==> src/rtl/nec_ir_rx.sv <==
// NEC infrared frame receiver: synchronises the demodulated pin, times marks/spaces
// on a tick grid and decodes 32-bit frames and repeat codes with tolerance windows.
module nec_ir_rx #(
  parameter int TICK_DIV   = 2812,
  parameter bit ACTIVE_LOW = 1'b1,
  parameter bit CHECK_ADDR = 1'b1,
  parameter bit REPEAT_EN  = 1'b1
) (
  input  logic        clk,
  input  logic        reset,
  input  logic        ir_in,
  output logic [15:0] address,
  output logic [7:0]  command,
  output logic        frame_valid,
  output logic        repeat_pulse,
  output logic        err,
  output logic        busy
);

  // state      | meaning
  // IDLE       | waiting for a leader mark
  // LEAD_MARK  | timing the 9 ms leader mark
  // LEAD_SPACE | timing the leader space (frame or repeat)
  // BIT_MARK   | timing a 562 us bit/stop mark
  // BIT_SPACE  | timing a data space, decides 0/1
  // RPT_MARK   | timing the repeat-code stop mark
  typedef enum logic [2:0] {
    IDLE, LEAD_MARK, LEAD_SPACE, BIT_MARK, BIT_SPACE, RPT_MARK
  } state_t;

  localparam int PW = (TICK_DIV > 2) ? $clog2(TICK_DIV) : 1;
  localparam logic [PW-1:0] PRESC_LOAD = PW'(TICK_DIV - 1);

  state_t        state;
  logic          ir_s1, ir_s2, mark_q;
  logic          mark_n, mark_start, mark_end;
  logic [PW-1:0] presc;
  logic [7:0]    dur;
  logic [31:0]   sr;
  logic [5:0]    bitcnt;
  logic          have_frame;

  assign mark_n = ACTIVE_LOW ? ~ir_s2 : ir_s2;

  // Synchroniser resets to the idle (no-carrier) level so release never fakes an edge.
  always_ff @(posedge clk or posedge reset) begin
    if (reset) begin
      ir_s1      <= ACTIVE_LOW;
      ir_s2      <= ACTIVE_LOW;
      mark_q     <= 1'b0;
      mark_start <= 1'b0;
      mark_end   <= 1'b0;
    end else begin
      ir_s1      <= ir_in;
      ir_s2      <= ir_s1;
      mark_q     <= mark_n;
      mark_start <= mark_n & ~mark_q;
      mark_end   <= ~mark_n & mark_q;
    end
  end

  always_ff @(posedge clk or posedge reset) begin
    if (reset) begin
      presc <= PRESC_LOAD;
      dur   <= 8'd0;
    end else if (mark_start || mark_end) begin
      presc <= PRESC_LOAD;
      dur   <= 8'd0;
    end else if (presc == '0) begin
      presc <= PRESC_LOAD;
      if (dur != 8'hFF) dur <= dur + 8'd1;
    end else begin
      presc <= presc - 1'b1;
    end
  end

  function automatic logic in_win(input logic [7:0] d, input logic [7:0] lo, input logic [7:0] hi);
    return (d >= lo) && (d <= hi);
  endfunction

  logic frame_ok;
  assign frame_ok = (sr[31:24] == ~sr[23:16]) && (!CHECK_ADDR || (sr[15:8] == ~sr[7:0]));

  always_ff @(posedge clk or posedge reset) begin
    if (reset) begin
      state        <= IDLE;
      address      <= 16'h0000;
      command      <= 8'h00;
      frame_valid  <= 1'b0;
      repeat_pulse <= 1'b0;
      err          <= 1'b0;
      sr           <= 32'h0;
      bitcnt       <= 6'd0;
      have_frame   <= 1'b0;
    end else begin
      frame_valid  <= 1'b0;
      repeat_pulse <= 1'b0;
      err          <= 1'b0;
      case (state)
        IDLE:
          if (mark_start) state <= LEAD_MARK;
        LEAD_MARK:
          if (mark_end) begin
            if (in_win(dur, 8'd144, 8'd176)) state <= LEAD_SPACE;
            else begin err <= 1'b1; state <= IDLE; end
          end else if (dur > 8'd176) begin
            err <= 1'b1; state <= IDLE;
          end
        LEAD_SPACE:
          if (mark_start) begin
            if (in_win(dur, 8'd72, 8'd88)) begin
              bitcnt <= 6'd0;
              state  <= BIT_MARK;
            end else if (REPEAT_EN && in_win(dur, 8'd36, 8'd44)) begin
              state <= RPT_MARK;
            end else begin
              err <= 1'b1; state <= IDLE;
            end
          end else if (dur > 8'd88) begin
            err <= 1'b1; state <= IDLE;
          end
        BIT_MARK:
          if (mark_end) begin
            if (!in_win(dur, 8'd7, 8'd13)) begin
              err <= 1'b1; state <= IDLE;
            end else if (bitcnt == 6'd32) begin
              state <= IDLE;
              if (frame_ok) begin
                address     <= CHECK_ADDR ? {8'h00, sr[7:0]} : sr[15:0];
                command     <= sr[23:16];
                frame_valid <= 1'b1;
                have_frame  <= 1'b1;
              end else begin
                err <= 1'b1;
              end
            end else begin
              state <= BIT_SPACE;
            end
          end else if (dur > 8'd13) begin
            err <= 1'b1; state <= IDLE;
          end
        BIT_SPACE:
          if (mark_start) begin
            if (in_win(dur, 8'd7, 8'd13) || in_win(dur, 8'd26, 8'd34)) begin
              sr     <= {in_win(dur, 8'd26, 8'd34), sr[31:1]};
              bitcnt <= bitcnt + 6'd1;
              state  <= BIT_MARK;
            end else begin
              err <= 1'b1; state <= IDLE;
            end
          end else if (dur > 8'd34) begin
            err <= 1'b1; state <= IDLE;
          end
        RPT_MARK:
          if (mark_end) begin
            state <= IDLE;
            if (in_win(dur, 8'd7, 8'd13)) repeat_pulse <= have_frame;
            else err <= 1'b1;
          end else if (dur > 8'd13) begin
            err <= 1'b1; state <= IDLE;
          end
        default: state <= IDLE;
      endcase
    end
  end

  always_ff @(posedge clk or posedge reset) begin
    if (reset) busy <= 1'b0;
    else       busy <= (state != IDLE);
  end

endmodule
==> config.mk <==
export PLATFORM = sky130hd
export DESIGN_NAME = nec_ir_rx
export DESIGN_NICKNAME = d
export VERILOG_FILES = /design/src/rtl/nec_ir_rx.sv
export SDC_FILE = /design/constraint.sdc
export NUM_CORES = 1
export LEC_CHECK = 0
export CAP_MARGIN = 20
export CORE_MARGIN = 4
export CORE_UTILIZATION = 35
export DETAILED_ROUTE_END_ITERATION = 6
export PLACE_DENSITY = 0.58
export RECOVER_POWER = 25
export SKIP_LAST_GASP = 1
export SYNTH_ARGS = -nofsm -noshare
export SYNTH_HDL_FRONTEND = slang
export SYNTH_SLANG_ARGS = --single-unit
==> constraint.sdc <==
create_clock -name clk -period 6.7 [get_ports clk]
set_input_delay 2.01 -clock clk [delete_from_list [all_inputs] [get_ports clk]]
set_output_delay 2.01 -clock clk [all_outputs]
set_load 0.02 [all_outputs]
; Word level (Yosys, flattened, before mapping)
; Index checks and enable logic that the tools add are counted.
[op_classes]
add_sub_neg = 3
n_mul = 0
div_mod_pow = 0
n_lt_le_gt_ge = 14
n_eq_ne = 17
shift = 0
muxes = 53
bitwise_logic = 6
n_reduce_logical = 19
[ops]
columns = operator, n
row1 = 2-to-1 mux 3 bit, 14
row2 = 2-to-1 mux 1 bit, 25
row3 = 2-to-1 mux 12 bit, 2
row4 = 2-to-1 mux 6 bit, 4
row5 = 2-to-1 mux 8 bit, 3
row6 = one-hot mux 3 bit (6 select lines), 1
row7 = equality test 8 bit, 2
row8 = <= comparator 8 x 6 -> 1 bit (second input constant), 2
row9 = inverter 8 bit, 2
row10 = logical NOT 12 bit, 1
row11 = one-hot mux 6 bit (2 select lines), 1
row12 = subtractor 12 x 1 -> 12 bit (second input constant), 1
row13 = != test 2 bit (second input constant), 5
row14 = AND reduction 5 bit, 2
row15 = != test 3 bit (second input constant), 3
row16 = adder 8 x 1 -> 8 bit (second input constant), 1
row17 = >= comparator 8 x 3 -> 1 bit (second input constant), 1
row18 = >= comparator 8 x 5 -> 1 bit (second input constant), 1
row19 = >= comparator 8 x 6 -> 1 bit (second input constant), 1
row20 = >= comparator 8 x 7 -> 1 bit (second input constant), 1
row21 = >= comparator 8 bit (second input constant), 1
row22 = > comparator 8 x 4 -> 1 bit (second input constant), 1
row23 = > comparator 8 x 6 -> 1 bit (second input constant), 1
row24 = > comparator 8 x 7 -> 1 bit (second input constant), 1
row25 = 22 further kinds, 35
[word_totals]
register_bits = 87
latch_bits = 0
ram_bits = 0
rom_bits = 0
input_bits = 3
out_inout_bits = 28
elab_cells = 129
n_memories = 0

; Depth between registers and ports, before layout
[logic_depth]
word_depth = 8
mapped_depth = 9
depth_no_buf = 8

; Least setup slack after synthesis
; OpenSTA, ideal clock, no wires.
[synth_path]
path_kind = register to output
from = reg address[0]
to = out address[0]
arrival_time_ns = 0.425
required_ns = 4.690
setup_slack_ns = 4.265
path_stages_with_launch = 1
path_buffers = 0
cell_sequence = dfrtp_1
[synth_rtl]
columns = element, line_no
row1 = "start, declared", 12  ; output logic [15:0] address,
row2 = "start signal, assigned", 129  ; address <= CHECK_ADDR ? {8'h00, sr[7:0]} : sr[15:0];
; No word-level cell between the ends.

==> summary.md <==
| Metric | Value |
|---|---|
| IO buf count | 22 |
| Row cnt | 40 |
| DR iter-0 viols | between 200 and 250 |
| RSZ-0062 raised after global routing | no |
| CP peak stage delay | 1.05 ns |
| Vias per cell | about 5 |
| DRC viols | 0 |
| Area grow syn2layout | 13.5% |
| WL/cell | between 10 and 15 um |
| Clk pin slew, worst setup/hold paths | about 0.070 ns |
| GR Util met3 | 2.43% |
| Worst rel slew slack | -22.2% |
| Sequential share of power | between 40% and 50% |
| Setup TNS | 0 ns |
| CP delay by family, top | buffers and inverters |
| Cts repair resizes | 0 |
| Number of global-route vias before repair | around 3100 |
| Die Y | ~120 um |
| Chip width | 120 um |
| Share of post-route cells with drive strength above 1 | around 7.3% |
| Number of hold buffers added after cts | 0 |
| Final antenna diode count | 0 |
| Num Clock Sinks | slightly below 90 |
| Comb power frac | around 6.2% |
| Layout Skew | between 0.006 and 0.007 ns |
| Hold wc startpoint | ir_s1 |
| WP buf/inv | 3 |
| Cell count after synthesis | about 490 |
| First drt pass iteration count | 5 |
| Crit path launch | reset |
| Max-Cap Viols | 1 |
| Worst setup SP type | input port |
| Full die area | 0.0145 mm^2 |
| Clock Power Share | between 40% and 50% |
| Nets | approximately 520 |
| Post-synth EDFFs | 0 |
| Core Box Area | approximately 0.012 mm^2 |
| CP max FO | 46 |
| Sequential area share after synthesis | about half |
| Switching power | 272 uW |
| Largest net degree at the start of global routing | 47 |
| Final setup vio count | 0 |
| Yosys warns | 0 |
| Initial Util | 36.3% |
| Worst slew pin tran | approximately 1.8 ns |
| Final min period | 3.90 ns |
| Overall routed net length | about 9000 um |
| Setup repair bufs after CTS | 0 |
| Pwr dens | approximately 230 mW/mm^2 |
| Pins over their slew limit | 43 |
| First-pass GRT wire length | approximately 15000 um |
| Unique masters post-synth | 56 |
| Top-Level Pins | 31 |
| Worst endpoint data arrival time | 4.32 ns |
| Mapped cell area | 0.00441 mm^2 |
| Met1 Use GR | 17.5% |
| Global placement routability congestion | between 0.8 and 0.9 |
| Sw frac | 23.9% |
| CTS Buffer Depth | 2 |
| LEAKAGE | about 2.3 nW |
| Slowest-stage cell, CP | clkinvlp_2 |
| Final hold vios | 0 |
| Primary FF master, synth | dfrtp_1 |
| Vias after detailed routing | ~3300 |
| FF-to-FF Start | dur[1] |
| GRT Total Usage | between 10% and 20% |
| Register bit total from synthesis | 87 |
| Critical path cell sequence | dlygate4sd3_1 -> clkinvlp_2 -> buf_4 |
| Post-DP HPWL | roughly 6300 um |
| Asr flop ratio synth | between 90% and 100% |
| GR Util met2 | 21.3% |
| Total CTS buffers | 9 |
| VDD IR-drop max | 103 uV |
| Grt ovf | 0 |
| Status | finished, violations left |
| Final Cycle Share | 58.1% |
| CP Data Required Time | 7.12 ns |
| Setup CP Type | in -> async |
| Violated checks | capacitance limit, slew limit |
| Fmax | 257 MHz |
| H-tree Lvls | 3 |
| Global routing's busiest layer | met2 |
| Class of the worst hold path | reg -> reg |
| Pint | approximately 870 uW |
| Final hold slack | roughly 0.36 ns |
| Syn Area/Cell | 9.02 um^2 |
| Root Driver | clkbuf_16 |
| Antenna Nets Post-Route | 0 |
| CP Capture Type | asynchronous set/reset pin |
| Final Power | ~1.1 mW |
| Initial antenna violation count | 0 |
| Clk_lat worst skew | 0.34 ns |
| CTS tree | built |
==> kinds of logic after synthesis <==
kind of cell / count (synthesis) / share of synthesized area (%)
other: 1 / 0.0850
DFF: 87 / 49.7
and+or+nand+nor: 276 / 28.6
muxes: 2 / 0.454
buffers and inverters: 42 / 5.42
adders and majority gates: 9 / 2.55
AOI/OAI and AO/OA: 40 / 6.84
xor gates and xnor gates: 32 / 6.35
==> layout by cell type (no fill, tap or decap), types with 2 or more instances in the layout <==
cell type,Yosys,layout
a211oi_1,4,4
a21oi_1,3,3
a311oi_1,2,2
a31oi_1,2,2
and2_1,4,3
and3_1,4,4
buf_4,13,2
clkbuf_16,0,9
clkdlybuf4s50_1,0,20
clkinv_2,0,2
conb_1,1,8
dfrtp_1,76,76
dfstp_1,0,2
dfstp_2,11,9
dlygate4sd3_1,0,2
ha_1,9,9
inv_1,14,13
inv_6,0,2
mux2i_1,2,2
nand2_1,168,168
nand2b_1,5,5
nand3_1,11,11
nand3b_1,3,3
nand4_1,9,9
nor2_1,33,33
nor2b_1,2,2
nor3_1,6,7
nor3b_1,3,3
nor4_1,8,9
nor4b_1,2,2
o21ai_0,13,13
o221ai_1,2,2
o31ai_1,3,3
or2_2,2,2
or3_1,4,4
or4_1,1,3
xnor2_1,25,25
xor2_1,7,7
==> final timing paths <==
path | endpoint | slack, ns | depth (start not counted)
worst max-delay path | command[3] | 2.80 | 3
worst min-delay path | ir_s2 | 0.36 | 0
worst max register to register | command[3] | 3.69 | 8
worst min register to register | ir_s2 | 0.36 | 0
max in group clk | command[4] | 3.39 | 1
min in group asynchronous | presc[10] | 2.58 | 2
==> Yosys cell counts, types with 3 or more instances <==
cell type | instances | area (um^2)
nor3_1 | 6 | 30.0
and3_1 | 4 | 25.0
a211oi_1 | 4 | 30.0
nand4_1 | 9 | 56.3
nand2b_1 | 5 | 31.3
nand3b_1 | 3 | 22.5
buf_4 | 13 | 97.6
dfstp_2 | 11 | 289
o21ai_0 | 13 | 65.1
buf_6 | 4 | 45.0
dfrtp_1 | 76 | 1900
xnor2_1 | 25 | 219
inv_1 | 14 | 52.6
nor2_1 | 33 | 124
o31ai_1 | 3 | 22.5
nor4_1 | 8 | 50.1
and2_1 | 4 | 25.0
xor2_1 | 7 | 61.3
nand2_1 | 168 | 631
or3_1 | 4 | 25.0
a21oi_1 | 3 | 15.0
clkbuf_1 | 8 | 30.0
ha_1 | 9 | 113
nand3_1 | 11 | 55.1
nor3b_1 | 3 | 22.5
==> final cells by class <==
| class | count | area, um^2 |
|---|---|---|
| sequential | 87 | 2190 |
| timing repair buffer | 25 | 239 |
| inverter | 14 | 53.8 |
| tap | 168 | 210 |
| multi-input combinational | 367 | 2010 |
| fill | 1230 | 7160 |
| clock buffer | 10 | 239 |
| clock inverter | 6 | 66.3 |
==> power groups by stage <==
stage	Clock [mW]	Sequential, mW	Combinational (mW)
CTS	0.528	0.558	0.0718
global placement	0	0.567	0.0699
global route	0.550	0.561	0.0788
floorplan	0	0.561	0.0579
detailed placement	0	0.567	0.0718
finish	0.512	0.558	0.0702
==> sequential cells by signal (all words and copies together), names as in the netlist <==
name          count
address           8
bitcnt            6
busy              1
command           8
dur               8
err               1
frame_valid       1
have_frame        1
ir_s1             1
ir_s2             1
mark_end          1
mark_q            1
mark_start        1
presc            12
repeat_pulse      1
sr               32
state             3
==> layer usage <==
layer / part of all wire [%] / vias to the layer above
met5: 0 / -
li1: - / 1633
met4: 1.1 / 0
met2: 49 / 77
met3: 3.9 / 12
met1: 46 / 1591
==> worst register-to-register path: cells and delay by family (launching register included) <==
family | cells | cell delay (ns)
simple gates | 5 | 1.62
buf+inv | 2 | 0.70
flops | 1 | 0.46
fa+ha+maj | 1 | 0.15
==> metrics by stage <==
stage,util (%),cell area (um^2),worst slack [ns],cells
final,41.2,5010,2.80,677
after global routing,41.2,5010,2.39,677
after CTS,41.4,5030,3.37,677
after detailed placement,38.9,4730,3.09,661
after global placement,38.8,4720,3.13,660
after floorplan,-,4440,2.46,496
Power figures use the tool's default switching activity.
